### config.mk
export PLATFORM = sky130hd
export DESIGN_NAME = pixel_frequency_detector
export DESIGN_NICKNAME = d
export VERILOG_FILES = /design/src/rtl/freq_detect_pkg.sv /design/src/rtl/period_meter.sv /design/src/rtl/pixel_frequency_detector.sv
export SDC_FILE = /design/constraint.sdc
export NUM_CORES = 1
export LEC_CHECK = 0
export BUFFER_PORTS_ARGS = -buffer_cell sky130_fd_sc_hd__buf_4
export CAP_MARGIN = 0
export CORE_ASPECT_RATIO = 0.75
export CORE_MARGIN = 8
export CORE_UTILIZATION = 40
export DETAILED_ROUTE_END_ITERATION = 8
export PLACE_DENSITY = 0.63
export SLEW_MARGIN = 20
export SYNTH_ARGS = -nofsm -noshare
export SYNTH_HDL_FRONTEND = slang
export SYNTH_SLANG_ARGS = --single-unit
### constraint.sdc
create_clock -name s00_axi_aclk -period 7.9 [get_ports s00_axi_aclk]
set_input_delay 0 -clock s00_axi_aclk [delete_from_list [all_inputs] [get_ports s00_axi_aclk]]
set_output_delay 0 -clock s00_axi_aclk [all_outputs]
set_load 0.03 [all_outputs]
### src/rtl/freq_detect_pkg.sv
// rtl/freq_detect_pkg.sv - shared period-window helpers and meter state type
package freq_detect_pkg;

   typedef enum logic [1:0] {
      IDLE,
      ARMING,
      MEASURING
   } meter_state_e;

   // Period window bounds in clock cycles; integer division, bounds are inclusive.
   function automatic int period_min(input int clk, input int f, input int dev);
      return clk / (f + dev);
   endfunction

   function automatic int period_max(input int clk, input int f, input int dev);
      return clk / (f - dev);
   endfunction

endpackage

### src/rtl/period_meter.sv
// rtl/period_meter.sv - sample synchronizer, rising-edge detect and saturating period counter
module period_meter
   import freq_detect_pkg::*;
#(
   parameter int PERIOD_WIDTH = 24
)(
   input  logic                    i_clk,
   input  logic                    i_resetn,
   input  logic                    i_sample,
   input  logic                    i_enable,
   output logic                    o_rise,
   output logic [PERIOD_WIDTH-1:0] o_period
);

   localparam logic [PERIOD_WIDTH-1:0] CNT_MAX = '1;
   localparam logic [PERIOD_WIDTH-1:0] CNT_ONE = PERIOD_WIDTH'(1);

   logic                    r_s1;
   logic                    r_s2;
   logic                    r_s3;
   logic [PERIOD_WIDTH-1:0] r_count;
   meter_state_e            r_state;
   logic                    w_edge;

   assign w_edge = r_s2 & ~r_s3;

   always_ff @(posedge i_clk) begin
      if (!i_resetn) begin
         r_s1    <= 1'b0;
         r_s2    <= 1'b0;
         r_s3    <= 1'b0;
         r_count <= '0;
         r_state <= IDLE;
      end else begin
         r_s1 <= i_sample;
         r_s2 <= r_s1;
         r_s3 <= r_s2;
         case (r_state)
            IDLE: begin
               r_count <= '0;
               if (i_enable) r_state <= ARMING;
            end
            ARMING: begin
               if (!i_enable) begin
                  r_state <= IDLE;
                  r_count <= '0;
               end else if (w_edge) begin
                  r_state <= MEASURING;
                  r_count <= CNT_ONE;
               end
            end
            MEASURING: begin
               // Dropping enable abandons the period in flight; it never spans the gap.
               if (!i_enable) begin
                  r_state <= IDLE;
                  r_count <= '0;
               end else if (w_edge) begin
                  r_count <= CNT_ONE;
               end else if (r_count != CNT_MAX) begin
                  r_count <= r_count + CNT_ONE;
               end
            end
            default: begin
               r_state <= IDLE;
               r_count <= '0;
            end
         endcase
      end
   end

   assign o_rise   = w_edge && i_enable && (r_state == MEASURING);
   assign o_period = r_count;

endmodule

### src/rtl/pixel_frequency_detector.sv
// rtl/pixel_frequency_detector.sv - per-pixel two-band period classifier with saturating accumulators
module pixel_frequency_detector
   import freq_detect_pkg::*;
#(
   parameter int FREQUENCY0           = 5000,
   parameter int FREQUENCY1           = 10000,
   parameter int FREQUENCY0_DEVIATION = 20,
   parameter int FREQUENCY1_DEVIATION = 20,
   parameter int CLOCK_FREQUENCY      = 100000000,
   parameter int PERIOD_WIDTH         = 24,
   parameter int ACC_WIDTH            = 32
)(
   input  logic                    s00_axi_aclk,
   input  logic                    s00_axi_aresetn,
   input  logic                    sample_data,
   input  logic                    enable,
   input  logic                    clear,
   output logic [31:0]             f0_value,
   output logic [31:0]             f1_value,
   output logic [PERIOD_WIDTH-1:0] period_value,
   output logic                    f0_hit,
   output logic                    f1_hit
);

   localparam int P0_MIN = period_min(CLOCK_FREQUENCY, FREQUENCY0, FREQUENCY0_DEVIATION);
   localparam int P0_MAX = period_max(CLOCK_FREQUENCY, FREQUENCY0, FREQUENCY0_DEVIATION);
   localparam int P1_MIN = period_min(CLOCK_FREQUENCY, FREQUENCY1, FREQUENCY1_DEVIATION);
   localparam int P1_MAX = period_max(CLOCK_FREQUENCY, FREQUENCY1, FREQUENCY1_DEVIATION);

   localparam logic [PERIOD_WIDTH-1:0] W0_LO = PERIOD_WIDTH'(P0_MIN);
   localparam logic [PERIOD_WIDTH-1:0] W0_HI = PERIOD_WIDTH'(P0_MAX);
   localparam logic [PERIOD_WIDTH-1:0] W1_LO = PERIOD_WIDTH'(P1_MIN);
   localparam logic [PERIOD_WIDTH-1:0] W1_HI = PERIOD_WIDTH'(P1_MAX);

   localparam int SUM_W = ((ACC_WIDTH > PERIOD_WIDTH) ? ACC_WIDTH : PERIOD_WIDTH) + 1;
   localparam logic [SUM_W-1:0] ACC_MAX = SUM_W'({ACC_WIDTH{1'b1}});

   logic                    w_rise;
   logic [PERIOD_WIDTH-1:0] w_period;
   logic                    w_sat;
   logic                    w_in0;
   logic                    w_in1;
   logic [SUM_W-1:0]        w_sum0;
   logic [SUM_W-1:0]        w_sum1;
   logic [ACC_WIDTH-1:0]    w_next0;
   logic [ACC_WIDTH-1:0]    w_next1;

   logic [ACC_WIDTH-1:0]    r_f0;
   logic [ACC_WIDTH-1:0]    r_f1;
   logic [PERIOD_WIDTH-1:0] r_period;
   logic                    r_f0_hit;
   logic                    r_f1_hit;

   period_meter #(
      .PERIOD_WIDTH (PERIOD_WIDTH)
   ) u_meter (
      .i_clk    (s00_axi_aclk),
      .i_resetn (s00_axi_aresetn),
      .i_sample (sample_data),
      .i_enable (enable),
      .o_rise   (w_rise),
      .o_period (w_period)
   );

   // A saturated count means the true period is unknown, so it never qualifies.
   assign w_sat = &w_period;
   assign w_in0 = w_rise && !w_sat && (w_period >= W0_LO) && (w_period <= W0_HI);
   assign w_in1 = w_rise && !w_sat && (w_period >= W1_LO) && (w_period <= W1_HI);

   assign w_sum0  = SUM_W'(r_f0) + SUM_W'(w_period);
   assign w_sum1  = SUM_W'(r_f1) + SUM_W'(w_period);
   assign w_next0 = (w_sum0 > ACC_MAX) ? '1 : w_sum0[ACC_WIDTH-1:0];
   assign w_next1 = (w_sum1 > ACC_MAX) ? '1 : w_sum1[ACC_WIDTH-1:0];

   always_ff @(posedge s00_axi_aclk) begin
      if (!s00_axi_aresetn) begin
         r_f0     <= '0;
         r_f1     <= '0;
         r_period <= '0;
         r_f0_hit <= 1'b0;
         r_f1_hit <= 1'b0;
      end else begin
         r_f0_hit <= w_in0;
         r_f1_hit <= w_in1;
         if (w_rise && !w_sat) r_period <= w_period;
         if (!clear) begin
            r_f0 <= '0;
            r_f1 <= '0;
         end else begin
            if (w_in0) r_f0 <= w_next0;
            if (w_in1) r_f1 <= w_next1;
         end
      end
   end

   assign f0_value     = 32'(r_f0);
   assign f1_value     = 32'(r_f1);
   assign period_value = r_period;
   assign f0_hit       = r_f0_hit;
   assign f1_hit       = r_f1_hit;

endmodule

* After elaboration in Yosys (flattened, before gate mapping) *
Cells that the tools add are included.

word-level totals
  flip-flop bits (word level) = 119
  input port bits = 5
  output and inout bits = 90
  word-level logic and storage cells = 54

cells by class
  add/subtract/negate cells = 3
  $lt $le $gt $ge = 6
  equal/unequal tests = 7
  mux-type cells = 13
  bitwise logic cells = 2
  reduce and logical (&&, ||, !) cells = 13

operator list
  operator               number
  $mux 24                5
  $add 32x24->33         2
  $gt 33x32->1 const B   2
  $mux 32                2
  $pmux 24 s2            1
  $add 24x1->24 const B  1
  $ge 24x14->1 const B   1
  $ge 24x15->1 const B   1
  $le 24x14->1 const B   1
  $le 24x15->1 const B   1
  $ne 24x24->1 const B   1
  $reduce_and 24->1      1
  $mux 2                 4
  $logic_and 1x1->1      7
  $pmux 2 s3             1
  $ne 2x2->1 const B     2
  $ne 4x2->1 const B     1
  $reduce_and 2->1       2
  $ne 3x2->1 const B     1
  $reduce_and 3->1       1
  $eq 2x1->1 const B     1
  $eq 2x2->1 const B     1
  $logic_not 2->1        1
  $and 1x1->1            1
  2 further kinds        2

* Longest topological paths before layout *
  depth after elaboration = 7
  gate-level depth with buffers = 12
  mapped depth without buffers = 11

* Modules after synthesis *
Synthesis repeated with hierarchy kept, for this count alone.

unflattened totals
  cells, all modules = 959
  area, all modules = 7790.0 um^2

by module, submodules not included
  module                    times used  cells an instance  area an instance (um^2)  sequential area each (um^2)
  pixel_frequency_detector  1           758                6150.9                   1801.7
  period_meter              1           201                1639.1                   580.6

* Least setup slack after synthesis *
OpenSTA, ideal clock, no wires.

  path type = register -> register
  start = register r_f1[0], in the netlist f1_value[0]
  end = register r_f1[12], in the netlist f1_value[12]
  library setup time = 0.086 ns
  arrival = 2.829 ns
  required time = 7.814 ns
  slack = 4.986 ns
  stages on the path, launching flop included = 13
  buffers on the path = 1
  clock period less this slack = 2.914 ns
  cells stage by stage = dfxtp_1 ha_1 inv_1 fa_1 nor2b_1 o211ai_1 a211o_1 a211oi_1 o21ai_0 a21oi_2 buf_2 a21oi_1 a211oi_1

on the way
  cells in the longest elaborated chain, start to end = 3

RTL lines
  what                      line                            RTL
  start: declaration        pixel_frequency_detector.sv:49  logic [ACC_WIDTH-1:0] r_f1;
  start signal: assignment  pixel_frequency_detector.sv:91  if (w_in1) r_f1 <= w_next1;
  $add 32x24->33 (*)        pixel_frequency_detector.sv:71  assign w_sum1 = SUM_W'(r_f1) + SUM_W'(w_period);
  $gt 33x32->1              pixel_frequency_detector.sv:73  assign w_next1 = (w_sum1 > ACC_MAX) ? '1 : w_sum1[ACC_WIDTH-1:0];
  $mux 32 (*)               pixel_frequency_detector.sv:73

Mark *: on every way between the ends. The rest lies on a longest branch, timed or not.
A chain may end at the register's enable or synchronous reset.

* Worst setup path after layout *
  start = register u_meter.r_count[0], in the netlist u_meter.o_period[0]
  end = register r_f1[29], in the netlist f1_value[29]

on the way
  cells in the longest elaborated chain, start to end = 5
  elaborated cells on any way between the ends = 10
  classes of those cells = add/sub (1); order compare (3); mux (1); reduce/logical (5)

RTL lines
  what                                                    line                RTL
  start: declaration                                      period_meter.sv:21  logic [PERIOD_WIDTH-1:0] r_count;
  start signal: assignment                                period_meter.sv:60  r_count <= r_count + CNT_ONE;
  branches (longest 5 deep; another with $add 32x24->33)  --

Several ways; the timed one is not identified.

==> metrics.yaml <==
worst_hold_path:
  worst_hold_path_type: "input pin to register"
die:
  die_x_um: 175
  pin_count: 95
  initial_utilization_pct: 40.9
  core_region_area_mm2: 0.0186
  floorplan.die_area_mm2: 0.0237
  floorplan.rows: 43
  die_height_um: 135
synth:
  synth.most_common_cell: "dfxtp_1"
  yosysTopAreaCellShare_pct: 31.4
  number_of_synthesis_warnings: 0
  synth_largest_area_cell: "dfxtp_1"
  top_post_synthesis_cells_by_area: "dfxtp_1, ha_1, o21ai_0"
  synthFlopType: "dfxtp_1"
  synth_async_sr_flop_share_pct: 0
  netlist_area_mm2: 0.00760
  post_synth_most_frequent_cells: "dfxtp_1, nand2_1, o21ai_0"
  number_of_nets_in_the_synthesized_netlist: 1026
  synth_enable_flop_cells: 0
  syn-instance-count: 966
  seq_area_frac_synth_pct: 31.4
  distinct_cell_type_count_of_the_synthesized_netlist: 63
  synth_area_per_cell_um2: 7.86
  yosys_register_bits: 119
final_layout:
  area_added_between_synthesis_and_finish_pct: 19.8
  layout.core_utilization_pct: 49.0
  layout.nets: 1098
  stdcell_count: 1298
  antennaDiodeCount: 0
  drive_gt1_share_pct: 14.2
  finalInstanceArea_mm2: 0.00910
  fillers: 1833
timing:
  worst_slew_margin_rel_pct: 34.8
  worst-slew-pin-transition_ns: 0.978
  final.setup_skew_ns: 0.00896
  ratio_of_final_minimum_period_to_clock_period_pct: 47.6
  fmaxAchievable_mhz: 266
  finalCriticalPeriod_ns: 3.76
  maxSlewViolCount: 0
  finalSetupTns_ns: 0
  finalSetupViolCount: 0
  rsz0062_at_grt: "false"
  hold_violations: 0
worst_setup_path:
  critPathMaxFanout: 14
  crit_path_frequent_cell: "nor4_1"
  startpoint_type: "register"
  crit_path_required_time_ns: 8.22
  criticalPathCategory: "register to register"
  cp_cell_sequence: "ha_1, inv_1, fa_1, nor2b_1, o211ai_1, a211o_1, a211oi_1, o21ai_0, a21oi_2, buf_4, nor4_1, nor4_1"
  slowest_delay_ns: 0.58
  timing.critical_path.arrival_ns: 4.08
  setup_crit_end_kind: "register"
  timing.critical_path.slowest_stage_cell: "dfxtp_1"
detailed_routing:
  finalWirelength_um: 23300
  wl_per_cell_um: 18.0
  final_antenna_violating_net_count: 0
  via_count: 7416
  drtPass1Iterations: 5
  drc: 0
  drt-initial-drc-count: 889
  avgViaCountPerCell: 5.71
clock_network:
  cts_buffers: 17
  cts_htree_levels: 4
  tritoncts: "yes"
  clk_latency_ns: 0.42
  clock_pin_transition_on_the_worst_setup_and_hold_timing_paths_ns: 0.06
  clock_sink_count: 119
  post_cts_resized: 0
  cts.root.buffer_cell: "clkbuf_16"
  cts-root-to-sink-buffers: 2
grt:
  globalRouteOverflowTotal: 0
  via_count_of_the_first_global_routing_pass: 6917
  grt_first_pass_wirelength_um: 37700
  grt_use_total_pct: 19.6
  grt_max_degree: 54
  antenna_found_initial: 0
  grt.busiest_layer: "met2"
  met2_usage_pct: 29.0
  global_route.usage.met1_pct: 27.7
  grt.met3_usage_pct: 4.74
status:
  status: "finished clean"
pwr:
  power_density_mw_per_mm2: 162
  leakage_power_total_nw: 3.87
  power.ir.vdd_worst_mv: 0.108
placed_design:
  dp.cells: 1264
  place.detailed.hpwl_um: 17200
  area_after_dpl_mm2: 0.00844
  io_buffers: 94
  gp_congestion: 0.949
job:
  drv_cap: 0
[state kept, by name, summed over array words and instances (netlist names)]
register	count
u_meter.r_s1	1
u_meter.o_period	24
f0_value	32
u_meter.r_state	2
u_meter.r_s3	1
period_value	24
f0_hit	1
f1_value	32
u_meter.r_s2	1
f1_hit	1
[critical path, delay by kind of cell (launching register included)]
family / cells / cell delay, ns
AO/OA/AOI/OAI: 5 / 1.55
adder cells (fa/ha/maj): 2 / 0.64
flip-flops: 1 / 0.58
AND/OR/NAND/NOR: 3 / 0.51
buffers and inverters: 2 / 0.36
[power breakdown]
group / switching, W / internal (W)
logic: 0.0000211 / 0.0000124
registers: 0.00000231 / 0.000603
clock network: 0.000285 / 0.000551
[final timing paths]
kind,from,endpoint,slack (ns),cells past startpoint
worst max register to register,u_meter.o_period[0]$_SDFFE_PN0P_,f1_value[29]$_SDFFE_PN0P_,4.14,12
worst max-delay path,u_meter.o_period[0]$_SDFFE_PN0P_,f1_value[29]$_SDFFE_PN0P_,4.14,12
worst min register to register,u_meter.r_s1$_SDFF_PN0_,u_meter.r_s2$_SDFF_PN0_,0.43,1
worst min-delay path,s00_axi_aresetn,u_meter.r_state[0]$_SDFFE_PN0P_,0.02,3
[cell type report]
| class | count | area [um^2] | area share [%] |
|---|---|---|---|
| Multi-Input combinational cell | 772 | 4910 | 53.9 |
| Sequential cell | 119 | 2380 | 26.2 |
| Timing Repair Buffer | 101 | 763 | 8.38 |
| Clock buffer | 20 | 467 | 5.13 |
| Tap cell | 247 | 309 | 3.40 |
| Clock inverter | 12 | 174 | 1.91 |
| Inverter | 27 | 101 | 1.11 |
[layout by cell type (no fill, tap or decap), drive strengths merged, types with 5 or more instances in the layout]
master and instances:
a211o 5, a211oi 12, a21boi 27, a21o 27
a21oi 83, a31oi 26, and2 14, and3 20
buf 99, clkbuf 20, dfxtp 119, ha 53
inv 27, nand2 93, nand2b 8, nand3 40
nand4 15, nor2 80, nor2b 16, nor3 22
nor4 11, o211ai 6, o21a 7, o21ai 86
o21bai 5, or3 11, xnor2 26, xor2 25
[cell families (layout without fill, tap and decap cells)]
family          Yosys count  count (layout)  synth area share (%)
simple gates            349             349                  22.9
flops                   119             119                  31.4
mux                       2               2                 0.264
buf+inv                  75             160                  4.15
compound gates          315             315                  26.2
fa+ha+maj                55              55                  9.26
xor+xnor                 51              51                  5.88
[timing repair]
item,in CTS,in global routing
buffers inserted,0,0
hold buffers,2,0
endpoints found under the hold margin,3,0
[metal layers]
metal / routed length, um / up-vias
li1: - / 3675
met1: 11300 / 3430
met2: 9890 / 280
met3: 1770 / 31
met4: 369 / 0
met5: 0 / -
[metrics by stage]
stage / hold slack [ns] / power (W) / setup slack, ns
6_report: 0.0225 / 0.00147 / 4.14
4_1_cts: 0.00794 / 0.00149 / 4.18
3_3_place_gp: 0.214 / 0.000650 / 4.34
5_1_grt: 0.0286 / 0.00152 / 3.88
2_1_floorplan: 0.127 / 0.000641 / 4.99
3_5_place_dp: 0.214 / 0.000650 / 4.22
Power figures use the tool's default switching activity.
